## src/rtl/rv32i_hazard_scoreboard.sv

```systemverilog
// rv32i_hazard_scoreboard
// Hazard and forwarding controller for the pipelined RV32I core. Tracks the
// in-flight instructions after decode (entry 0 = E, entry PIPE_DEPTH-1 = W),
// produces E-stage forward selects, load-use stalls and redirect flushes.
// Optional build macro: HAZARD_PERF_EN adds saturating stall/flush counters.
module rv32i_hazard_scoreboard #(
  parameter int REG_ADDR_W   = 5,
  parameter int PIPE_DEPTH   = 3,
  parameter int LOAD_LATENCY = 1,
  localparam int FWD_W       = $clog2(PIPE_DEPTH)
) (
  input  logic                  clk,
  input  logic                  rst,
  input  logic                  ena,
  input  logic                  valid_d,
  input  logic [REG_ADDR_W-1:0] rs1_d,
  input  logic [REG_ADDR_W-1:0] rs2_d,
  input  logic                  uses_rs1_d,
  input  logic                  uses_rs2_d,
  input  logic [REG_ADDR_W-1:0] rd_d,
  input  logic                  reg_write_d,
  input  logic                  is_load_d,
  input  logic                  pc_src_e,
  output logic                  stall_f,
  output logic                  stall_d,
  output logic                  flush_d,
  output logic                  flush_e,
  output logic [FWD_W-1:0]      fwd_a_e,
`ifdef HAZARD_PERF_EN
  output logic [FWD_W-1:0]      fwd_b_e,
  output logic [31:0]           stall_count,
  output logic [31:0]           flush_count
`else
  output logic [FWD_W-1:0]      fwd_b_e
`endif
);

  logic                  valid_q [PIPE_DEPTH];
  logic                  load_q  [PIPE_DEPTH];
  logic                  use1_q  [PIPE_DEPTH];
  logic                  use2_q  [PIPE_DEPTH];
  logic [REG_ADDR_W-1:0] rd_q    [PIPE_DEPTH];
  logic [REG_ADDR_W-1:0] rs1_q   [PIPE_DEPTH];
  logic [REG_ADDR_W-1:0] rs2_q   [PIPE_DEPTH];

  logic             load_use;
  logic [FWD_W-1:0] fwd_a_raw;
  logic [FWD_W-1:0] fwd_b_raw;
  logic             found_a;
  logic             found_b;
  logic             bubble;

  // Hazard detection and youngest-producer search over the scoreboard.
  // A load only becomes a forwarding source once its data is available;
  // before that the load-use stall keeps a consumer out of E.
  always_comb begin
    load_use  = 1'b0;
    fwd_a_raw = '0;
    fwd_b_raw = '0;
    found_a   = 1'b0;
    found_b   = 1'b0;
    for (int j = 0; j < LOAD_LATENCY; j++) begin
      if (valid_q[j] && load_q[j] && valid_d) begin
        if ((uses_rs1_d && rs1_d == rd_q[j]) || (uses_rs2_d && rs2_d == rd_q[j]))
          load_use = 1'b1;
      end
    end
    for (int k = 1; k < PIPE_DEPTH; k++) begin
      if (valid_q[k] && (!load_q[k] || k >= 1 + LOAD_LATENCY)) begin
        if (!found_a && use1_q[0] && rd_q[k] == rs1_q[0]) begin
          fwd_a_raw = FWD_W'(k);
          found_a   = 1'b1;
        end
        if (!found_b && use2_q[0] && rd_q[k] == rs2_q[0]) begin
          fwd_b_raw = FWD_W'(k);
          found_b   = 1'b1;
        end
      end
    end
  end

  // Output control: frozen pipeline drives nothing, a redirect kills the
  // wrong-path D instruction and so overrides any load-use stall.
  always_comb begin
    stall_f = 1'b0;
    stall_d = 1'b0;
    flush_d = 1'b0;
    flush_e = 1'b0;
    fwd_a_e = '0;
    fwd_b_e = '0;
    if (ena) begin
      fwd_a_e = fwd_a_raw;
      fwd_b_e = fwd_b_raw;
      if (pc_src_e) begin
        flush_d = 1'b1;
        flush_e = 1'b1;
      end else if (load_use) begin
        stall_f = 1'b1;
        stall_d = 1'b1;
        flush_e = 1'b1;
      end
    end
  end

  assign bubble = stall_d | flush_e;

  // Scoreboard shift: entries age by one stage per enabled clock, entry 0
  // captures D or a bubble.
  always_ff @(posedge clk) begin
    if (rst) begin
      for (int k = 0; k < PIPE_DEPTH; k++) begin
        valid_q[k] <= 1'b0;
        load_q[k]  <= 1'b0;
        use1_q[k]  <= 1'b0;
        use2_q[k]  <= 1'b0;
        rd_q[k]    <= '0;
        rs1_q[k]   <= '0;
        rs2_q[k]   <= '0;
      end
    end else if (ena) begin
      for (int k = PIPE_DEPTH - 1; k >= 1; k--) begin
        valid_q[k] <= valid_q[k-1];
        load_q[k]  <= load_q[k-1];
        use1_q[k]  <= use1_q[k-1];
        use2_q[k]  <= use2_q[k-1];
        rd_q[k]    <= rd_q[k-1];
        rs1_q[k]   <= rs1_q[k-1];
        rs2_q[k]   <= rs2_q[k-1];
      end
      valid_q[0] <= !bubble && valid_d && reg_write_d && (rd_d != '0);
      load_q[0]  <= !bubble && valid_d && is_load_d;
      use1_q[0]  <= !bubble && valid_d && uses_rs1_d;
      use2_q[0]  <= !bubble && valid_d && uses_rs2_d;
      rd_q[0]    <= rd_d;
      rs1_q[0]   <= rs1_d;
      rs2_q[0]   <= rs2_d;
    end
  end

`ifdef HAZARD_PERF_EN
  // Saturating event counters for load-use stalls and redirects.
  always_ff @(posedge clk) begin
    if (rst) begin
      stall_count <= '0;
      flush_count <= '0;
    end else if (ena) begin
      if (stall_d && stall_count != 32'hFFFF_FFFF) stall_count <= stall_count + 32'd1;
      if (pc_src_e && flush_count != 32'hFFFF_FFFF) flush_count <= flush_count + 32'd1;
    end
  end
`endif

endmodule

```

## config.mk

```make
export PLATFORM = sky130hd
export DESIGN_NAME = rv32i_hazard_scoreboard
export DESIGN_NICKNAME = d
export VERILOG_FILES = /design/src/rtl/rv32i_hazard_scoreboard.sv
export SDC_FILE = /design/constraint.sdc
export NUM_CORES = 1
export LEC_CHECK = 0
export ABC_CLOCK_PERIOD_IN_PS = 3700
export CAP_MARGIN = 5
export CORE_MARGIN = 2
export CORE_UTILIZATION = 55
export DETAILED_ROUTE_END_ITERATION = 7
export DONT_BUFFER_PORTS = 1
export PLACE_DENSITY = 0.7
export SLEW_MARGIN = 20
export SYNTH_ARGS = -nofsm -noshare
export SYNTH_HDL_FRONTEND = slang
export SYNTH_SLANG_ARGS = --single-unit
export TNS_END_PERCENT = 20
```

## constraint.sdc

```tcl
create_clock -name clk -period 3.7 [get_ports clk]
set_clock_uncertainty 0.2 [all_clocks]
set_input_delay 0.185 -clock clk [delete_from_list [all_inputs] [get_ports clk]]
set_output_delay 0.185 -clock clk [all_outputs]
set_load 0.05 [all_outputs]
```

==> results of run 1 <==
-- layer usage --
metal / share of wire / routed length, µm
met5: 0 / 0
met3: 0.067 / 198
met1: 0.42 / 1230
met4: 0.018 / 53
met2: 0.50 / 1460
-- kinds of logic after synthesis --
| kind of cell | after synthesis | synth area share |
|---|---|---|
| and+or+nand+nor | 62 | 0.226 |
| buffers and inverters | 4 | 0.0137 |
| AOI/OAI and AO/OA | 2 | 0.0175 |
| DFF | 32 | 0.584 |
| xor gates and xnor gates | 30 | 0.160 |
-- layout make-up --
cell class | count | area [µm²] | share of cell area
timing repair buffer | 21 | 208 | 0.108
clock inverter | 1 | 3.75 | 0.00195
multi-input combinational | 94 | 673 | 0.349
sequential | 32 | 961 | 0.498
tap | 31 | 38.8 | 0.0201
clock buffer | 7 | 45.0 | 0.0233
-- worst max-delay path: cells and delay by family, from the launching register on --
family	cells	cell delay (ps)
DFF	1	460
AOI/OAI and AO/OA	1	250
xor gates and xnor gates	1	230
and+or+nand+nor	2	950
-- cell usage after synthesis --
| master | number |
|---|---|
| clkbuf_2 | 2 |
| nand3_2 | 1 |
| and2b_1 | 1 |
| o2111ai_1 | 1 |
| and4_1 | 1 |
| buf_4 | 1 |
| or2_2 | 1 |
| edfxtp_1 | 32 |
| or2_1 | 1 |
| and2_1 | 31 |
| nor3_1 | 2 |
| xnor2_1 | 30 |
| nor2b_1 | 3 |
| nand4_1 | 8 |
| buf_2 | 1 |
| nand3_1 | 6 |
| or4_1 | 1 |
| o22ai_4 | 1 |
| nor2_1 | 6 |
-- registers in the layout, summed over array words and instances (netlist names) --
| signal | flops |
|---|---|
| use1_q | 1 |
| rs1_q | 5 |
| rd_q | 15 |
| valid_q | 3 |
| rs2_q | 5 |
| load_q | 2 |
| use2_q | 1 |
-- where the power goes --
part	switching, W	internal, W	total (W)
Combinational	0.0000417	0.0000536	0.0000953
Sequential	0.0000222	0.000428	0.000450
Clock	0.000106	0.0000730	0.000179
-- per-stage QoR --
stage               setup slack, ps  utilization  total power [W]
CTS                            1160        0.688         0.000736
global placement               1590        0.599         0.000534
detailed placement             1540        0.599         0.000537
global route                   1040        0.688         0.000756
floorplan                      1540            -         0.000520
finish                         1120        0.688         0.000725
-- final timing paths --
path / depth (start not counted) / from / end
min reg2reg: 1 / load_q[0][0]$_SDFFCE_PN0P_ / load_q[0][1]$_SDFFCE_PN0P_
max reg2reg: 4 / rd_q[0][2]$_SDFFCE_PN0P_ / use2_q[0][0]$_SDFFCE_PN0P_
max: 4 / rd_q[0][2]$_SDFFCE_PN0P_ / stall_f
min: 3 / rd_d[2] / valid_q[0][0]$_SDFFCE_PN0P_
-- cells in the final DEF, fill, tap and decap left out, types with 2 or more instances in the layout --
cell | synthesis | final
xnor2_1 | 30 | 30
nand3_1 | 6 | 6
nor2_1 | 6 | 6
nand4_1 | 8 | 8
dlygate4sd3_1 | 0 | 20
nor3_2 | 0 | 2
clkbuf_4 | 0 | 5
edfxtp_1 | 32 | 32
and2_1 | 31 | 31
nor2b_1 | 3 | 3
clkbuf_1 | 0 | 2
==> summary.md, run 1 <==
| Metric | Value |
|---|---|
| Result of the run | complete, but fails checks |
| Violated checks | design-rule violations |
| Row count | 19 |
| Synth top area cells | edfxtp_1, xnor2_1, and2_1, nand4_1, nand3_1 |
| Antenna violations before repair | 0 |
| H-tree depth | 2 |
| Post-synthesis cell type count | 19 |
| Post-synth net total | 154 |
| Die W | 58.7 µm |
| ANT cells | 0 |
| Register area share after synthesis | 0.584 |
| Antenna-violating nets left | 0 |
| Synth-to-layout area growth | 17.2% |
| CTS clock-pin slew for the worst setup and hold paths | around 90 ps |
| Worst path max stage delay | 770 ps |
| Mean Syn Cell Area | approximately 13 µm² |
| Top Ports | 32 |
| Hold WC Path Type | primary input to flop |
| RSZ-0062 raised after global routing | no |
| Setup_tns | 0 ps |
| # fillers | between 200 and 250 |
| Max_cap viols | 0 |
| Share of layout cells above drive strength 1 | 0.0710 |
| Yosys warning count | 0 |
| DIE AREA | 0.00345 mm² |
| Final instance area | 0.00193 mm² |
| Placed standard-cell area | 0.00168 mm² |
| Post-DR vias/cell | approximately 5.5 |
| Final net count | 178 |
| Leakage | around 0.65 nW |
| Setup Crit Path Kind | flop to primary output |
| Clk sinks | 32 |
| Fmax achieved | between 300 and 400 MHz |
| Met3 Use GR | 0.0593 |
| PwrDens | between 300 and 400 mW/mm² |
| Gate Count Post-Synth | 130 |
| Congestion Overflow GR | 0 |
| Clock latency at the later pin of the worst-skew pair | just over 300 ps |
| CTS tree | yes |
| Largest area contributor in the netlist | edfxtp_1 |
| Initial drt markers | 22 |
| Clock Path Buffers | 2 |
| Final WL | a little under 3000 µm |
| Yosys top cell area share | 0.584 |
| Slew margin rel. | 0.392 |
| Core Region | between 0.002 and 0.003 mm² |
| Count of pins over their slew limit | 0 |
| Drt first pass iters | 6 |
| Crit start category | flop |
| Vias in the first global route | approximately 1100 |
| Non-Filler Instances | 186 |
| Inst Count DP | ~160 |
| Overall routing resource usage | 0.196 |
| Die Y | roughly 60 µm |
| Gpl congestion | 0.807 |
| Slew of the pin with the lowest slew margin | between 900 and 1000 ps |
| WP data arrival | approximately 2200 ps |
| Hold WS | 78.1 ps |
| Slowest-stage cell, CP | and2b_1 |
| Detailed-route DRC error count | 1 |
| GRT met2 Usage | 0.323 |
| Top Usage Layer GRT | met2 |
| Hold-fix buffers, CTS | 20 |
| Average wire per standard cell | 15.8 µm |
| First-pass GRT wire length | slightly below 5000 µm |
| Post-CTS Resized | 0 |
| Period utilization | 0.698 |
| Crit Path Max Fanout | 6 |
| Min Tclk post-route | between 2000 and 3000 ps |
| Root Driver | clkbuf_4 |
| Dpl hpwl | around 2000 µm |
| CP cell instances | xnor2_1, nand4_1, o22ai_4, and2b_1 |
| Peak supply drop | about 0.27 mV |
| Crit. End Element | primary output |
| GR Layer Usage met1 | 0.239 |
| CTS buffer count | 5 |
| Largest net degree at the start of global routing | 33 |
| Synthesized area | approximately 0.0016 mm² |
| Via Count | 1019 |
| Post-synthesis register bit count | 32 |
| Critical Path RT | between 3000 and 4000 ps |
| Reg2Reg Setup Slack | around 2000 ps |
| Setup violators final | 0 |
| Setup Buffers After CTS | 0 |
| Final hold violation count | 0 |
| Initial Utilization | 0.587 |
| Port-buffer cells | 0 |
No activity file was read; power rests on OpenSTA's default activity.
==> inputs of run 2 (changes only) <==
- ABC_CLOCK_PERIOD_IN_PS: 3700 -> 2200
- PLACE_DENSITY: 0.7 -> 0.73
- clock period: 3.7 -> 2.2 ns (I/O delays scaled with it)
==> run 2 against run 1 <==
- the flow still finishes with violations (design-rule violations)
- sequential power increased by 68%
- count of clock-buffer cells in the layout decreased by 2
- power increased by 68%
- critical path depth grew 1
- final cell count is 1.6% higher
==> summary.md, run 2 (synthesis gave the netlist of run 1 again) <==
| Metric | Value |
|---|---|
| Largest Register | rd_q |
| Largest net degree at the start of global routing | 33 (unchanged) |
| PwrDens | 616 mW/mm² (+64%) |
| Final hold violation count | 0 (unchanged) |
| Clock Path Buffers | 2 (unchanged) |
| Min Tclk post-route | approximately 2200 ps |
| Die Y | 58.7 µm (unchanged) |
| Fmax achieved | ~460 MHz |
| Final Worst Setup Slack | 16.8 ps (-1100 ps) |
| Place WS | 371 ps (-1170 ps) |
| Gpl congestion | 0.801 (-0.84%) |
| Inst Count DP | 161 (+1.9%) |
| Combinational power share | 0.137 (+0.005) |
| Die W | 58.7 µm (unchanged) |
| Max FFs per register | 15 (unchanged) |
| Sw frac | 0.241 (+0.00605) |
| Slew margin rel. | 0.518 (+0.127) |
| Worst r2r src | rd_q[0][3]$_SDFFCE_PN0P_ |
| CTS tree | yes |
| Dpl hpwl | 2060 µm (+2.5%) |
| Peak supply drop | 0.533 mV (+100%) |
| Reg2Reg Depth | 5 (+1) |
| Cell-internal power | 0.000924 W (+67%) |
| Via Count | 1054 (+3.4%) |
| Part of the power in registers | 0.622 (about the same) |
| Crit Reg-Reg Endpoint | use1_q[0][0]$_SDFFCE_PN0P_ |
| Drt first pass iters | 6 (unchanged) |
| WP data arrival | 2060 ps (-140 ps) |
| WHS Path Cells | 3 (unchanged) |
| Top Ports | 32 (unchanged) |
| Period utilization | 0.992 |
| Leakage | 0.683 nW (+4.7%) |
| Setup violators final | 0 (unchanged) |
| Detailed-route DRC error count | 1 (unchanged) |
| RSZ-0062 raised after global routing | yes |
| Net Switching | 0.000293 W (+72%) |
| Initial drt markers | 30 (+36%) |
| Antenna-violating nets left | 0 (unchanged) |
| Setup Crit Path Kind | flop to flop |
| Clock latency at the later pin of the worst-skew pair | 320 ps (about the same) |
| Post-DR vias/cell | 5.58 (+1.8%) |
| Overall routing resource usage | 0.206 (+0.00951) |
| Antenna violations before repair | 0 (unchanged) |
| Clk sinks | 32 (unchanged) |
| Setup Buffers After CTS | 0 (unchanged) |
| Core Region | 0.00281 mm² (unchanged) |
| Commonest non-fill, non-tap cell in the layout | edfxtp_1 |
| Row count | 19 (unchanged) |
| CTS buffer count | 5 (unchanged) |
| Hold Crit Start | uses_rs2_d |
| Final WL | 3130 µm (+6.7%) |
| Placed standard-cell area | 0.00170 mm² (+1.3%) |
| Setup_tns | 0 ps (unchanged) |
| Slowest-stage cell, CP | dlygate4sd3_1 |
| Worst path max stage delay | 560 ps (-210 ps) |
| CTS clock-pin slew for the worst setup and hold paths | 90 ps (about the same) |
| Violated checks | design-rule violations |
| DIE AREA | 0.00345 mm² (unchanged) |
| Critical Path RT | 2080 ps (-1230 ps) |
| Synth-to-layout area growth | 19.9% |
| ANT cells | 0 (unchanged) |
| Top Registers | rd_q x15, rs1_q x5, rs2_q x5 |
| Share of layout cells above drive strength 1 | 0.108 (+0.0366) |
| Family with the most delay on the worst path | buffers and inverters |
| Final net count | 182 (+2.2%) |
| Port-buffer cells | 0 (unchanged) |
| Most frequent cells in the layout | edfxtp_1, and2_1, xnor2_1, dlygate4sd3_1, nand4_1 |
| Max_cap viols | 0 (unchanged) |
| CP cell instances | xnor2_1, nand4_1, o22ai_4, nor2_1, dlygate4sd3_1 |
| CP Buf/Inv Count | 1 (+1) |
| Crit Path Max Fanout | 6 (unchanged) |
| Hold Path End | load_q[0][0]$_SDFFCE_PN0P_ |
| Total Power | 0.00122 W (+68%) |
| H-tree depth | 2 (unchanged) |
| Hold WC Path Type | primary input to flop |
| Root Driver | clkbuf_4 |
| Result of the run | complete, but fails checks |
| Non-Filler Instances | 189 (+1.6%) |
| Slew of the pin with the lowest slew margin | 722 ps (-193 ps) |
| Crit start category | flop |
| Count of pins over their slew limit | 0 (unchanged) |
| Vias in the first global route | 1141 (+5.0%) |
| Congestion Overflow GR | 0 (unchanged) |
| Clock power frac | 0.241 (-0.006) |
| Crit. End Element | flop |
| Reg2Reg Setup Slack | 20 ps (-2010 ps) |
| Final instance area | 0.00197 mm² (+2.3%) |
| Initial Utilization | 0.587 (unchanged) |
| Average wire per standard cell | 16.6 µm (+5.0%) |
| First-pass GRT wire length | 5110 µm (+5.1%) |
==> run 2: per-layer routing <==
layer | routed length (µm) | share of wire | track usage
met5 | 0 | 0 | 0
met4 | 63 | 0.020 | 0.0877
met3 | 168 | 0.054 | 0.0484
met2 | 1700 | 0.54 | 0.371
met1 | 1200 | 0.38 | 0.232
==> run 2: how the worst max path moves through the flow <==
| stage | from | to | slack [ps] | cells past startpoint |
|---|---|---|---|---|
| after detailed placement | rd_q[0][3]$_SDFFCE_PN0P_ | flush_e | 370 | 4 |
| after global placement | rd_q[0][3]$_SDFFCE_PN0P_ | flush_e | 460 | 4 |
| after CTS | rd_q[0][3]$_SDFFCE_PN0P_ | flush_e | 20 | 4 |
| after global routing | rd_q[0][3]$_SDFFCE_PN0P_ | use1_q[0][0]$_SDFFCE_PN0P_ | -60 | 5 |
| after floorplan | rd_q[0][8]$_SDFFCE_PN0P_ | fwd_a_e[1] | 120 | 4 |
| final | rd_q[0][3]$_SDFFCE_PN0P_ | use1_q[0][0]$_SDFFCE_PN0P_ | 20 | 5 |
==> run 2: area by class of cell <==
type	instances	area, µm²
Clock buffer	5	37.5
Timing Repair Buffer	25	248
Clock inverter	2	7.51
Fill cell	189	831
Sequential cell	32	961
Tap cell	31	38.8
Multi-Input combinational cell	94	682
==> run 2: worst reg2reg max path: cells and delay by family, from the launching register on <==
| family | cells | cell delay [ps] |
|---|---|---|
| AOI/OAI and AO/OA | 1 | 250 |
| buffers and inverters | 1 | 560 |
| DFF | 1 | 440 |
| and+or+nand+nor | 2 | 260 |
| xor gates and xnor gates | 1 | 230 |
==> run 2: power by group through the flow <==
stage / sequential (W) / combinational (W) / clock, W
2_1_floorplan: 0.000762 / 0.000112 / 0
3_3_place_gp: 0.000768 / 0.000129 / 0
3_5_place_dp: 0.000772 / 0.000134 / 0
4_1_cts: 0.000757 / 0.000164 / 0.000300
5_1_grt: 0.000764 / 0.000181 / 0.000319
6_report: 0.000757 / 0.000167 / 0.000293
==> run 2: timing repair <==
action | 4_1_cts | 5_1_grt
endpoints found under the setup margin | 0 | 4
resized for setup | 0 | 5
endpoints found under the hold margin | 19 | 0
hold buffers | 21 | 0
==> run 2: metrics by stage <==
| step | utilization | hold WS [ps] |
|---|---|---|
| floorplan | - | 108 |
| global placement | 0.607 | 113 |
| detailed placement | 0.607 | 112 |
| CTS | 0.698 | 8.63 |
| global route | 0.704 | 17.4 |
| finish | 0.704 | 2.71 |
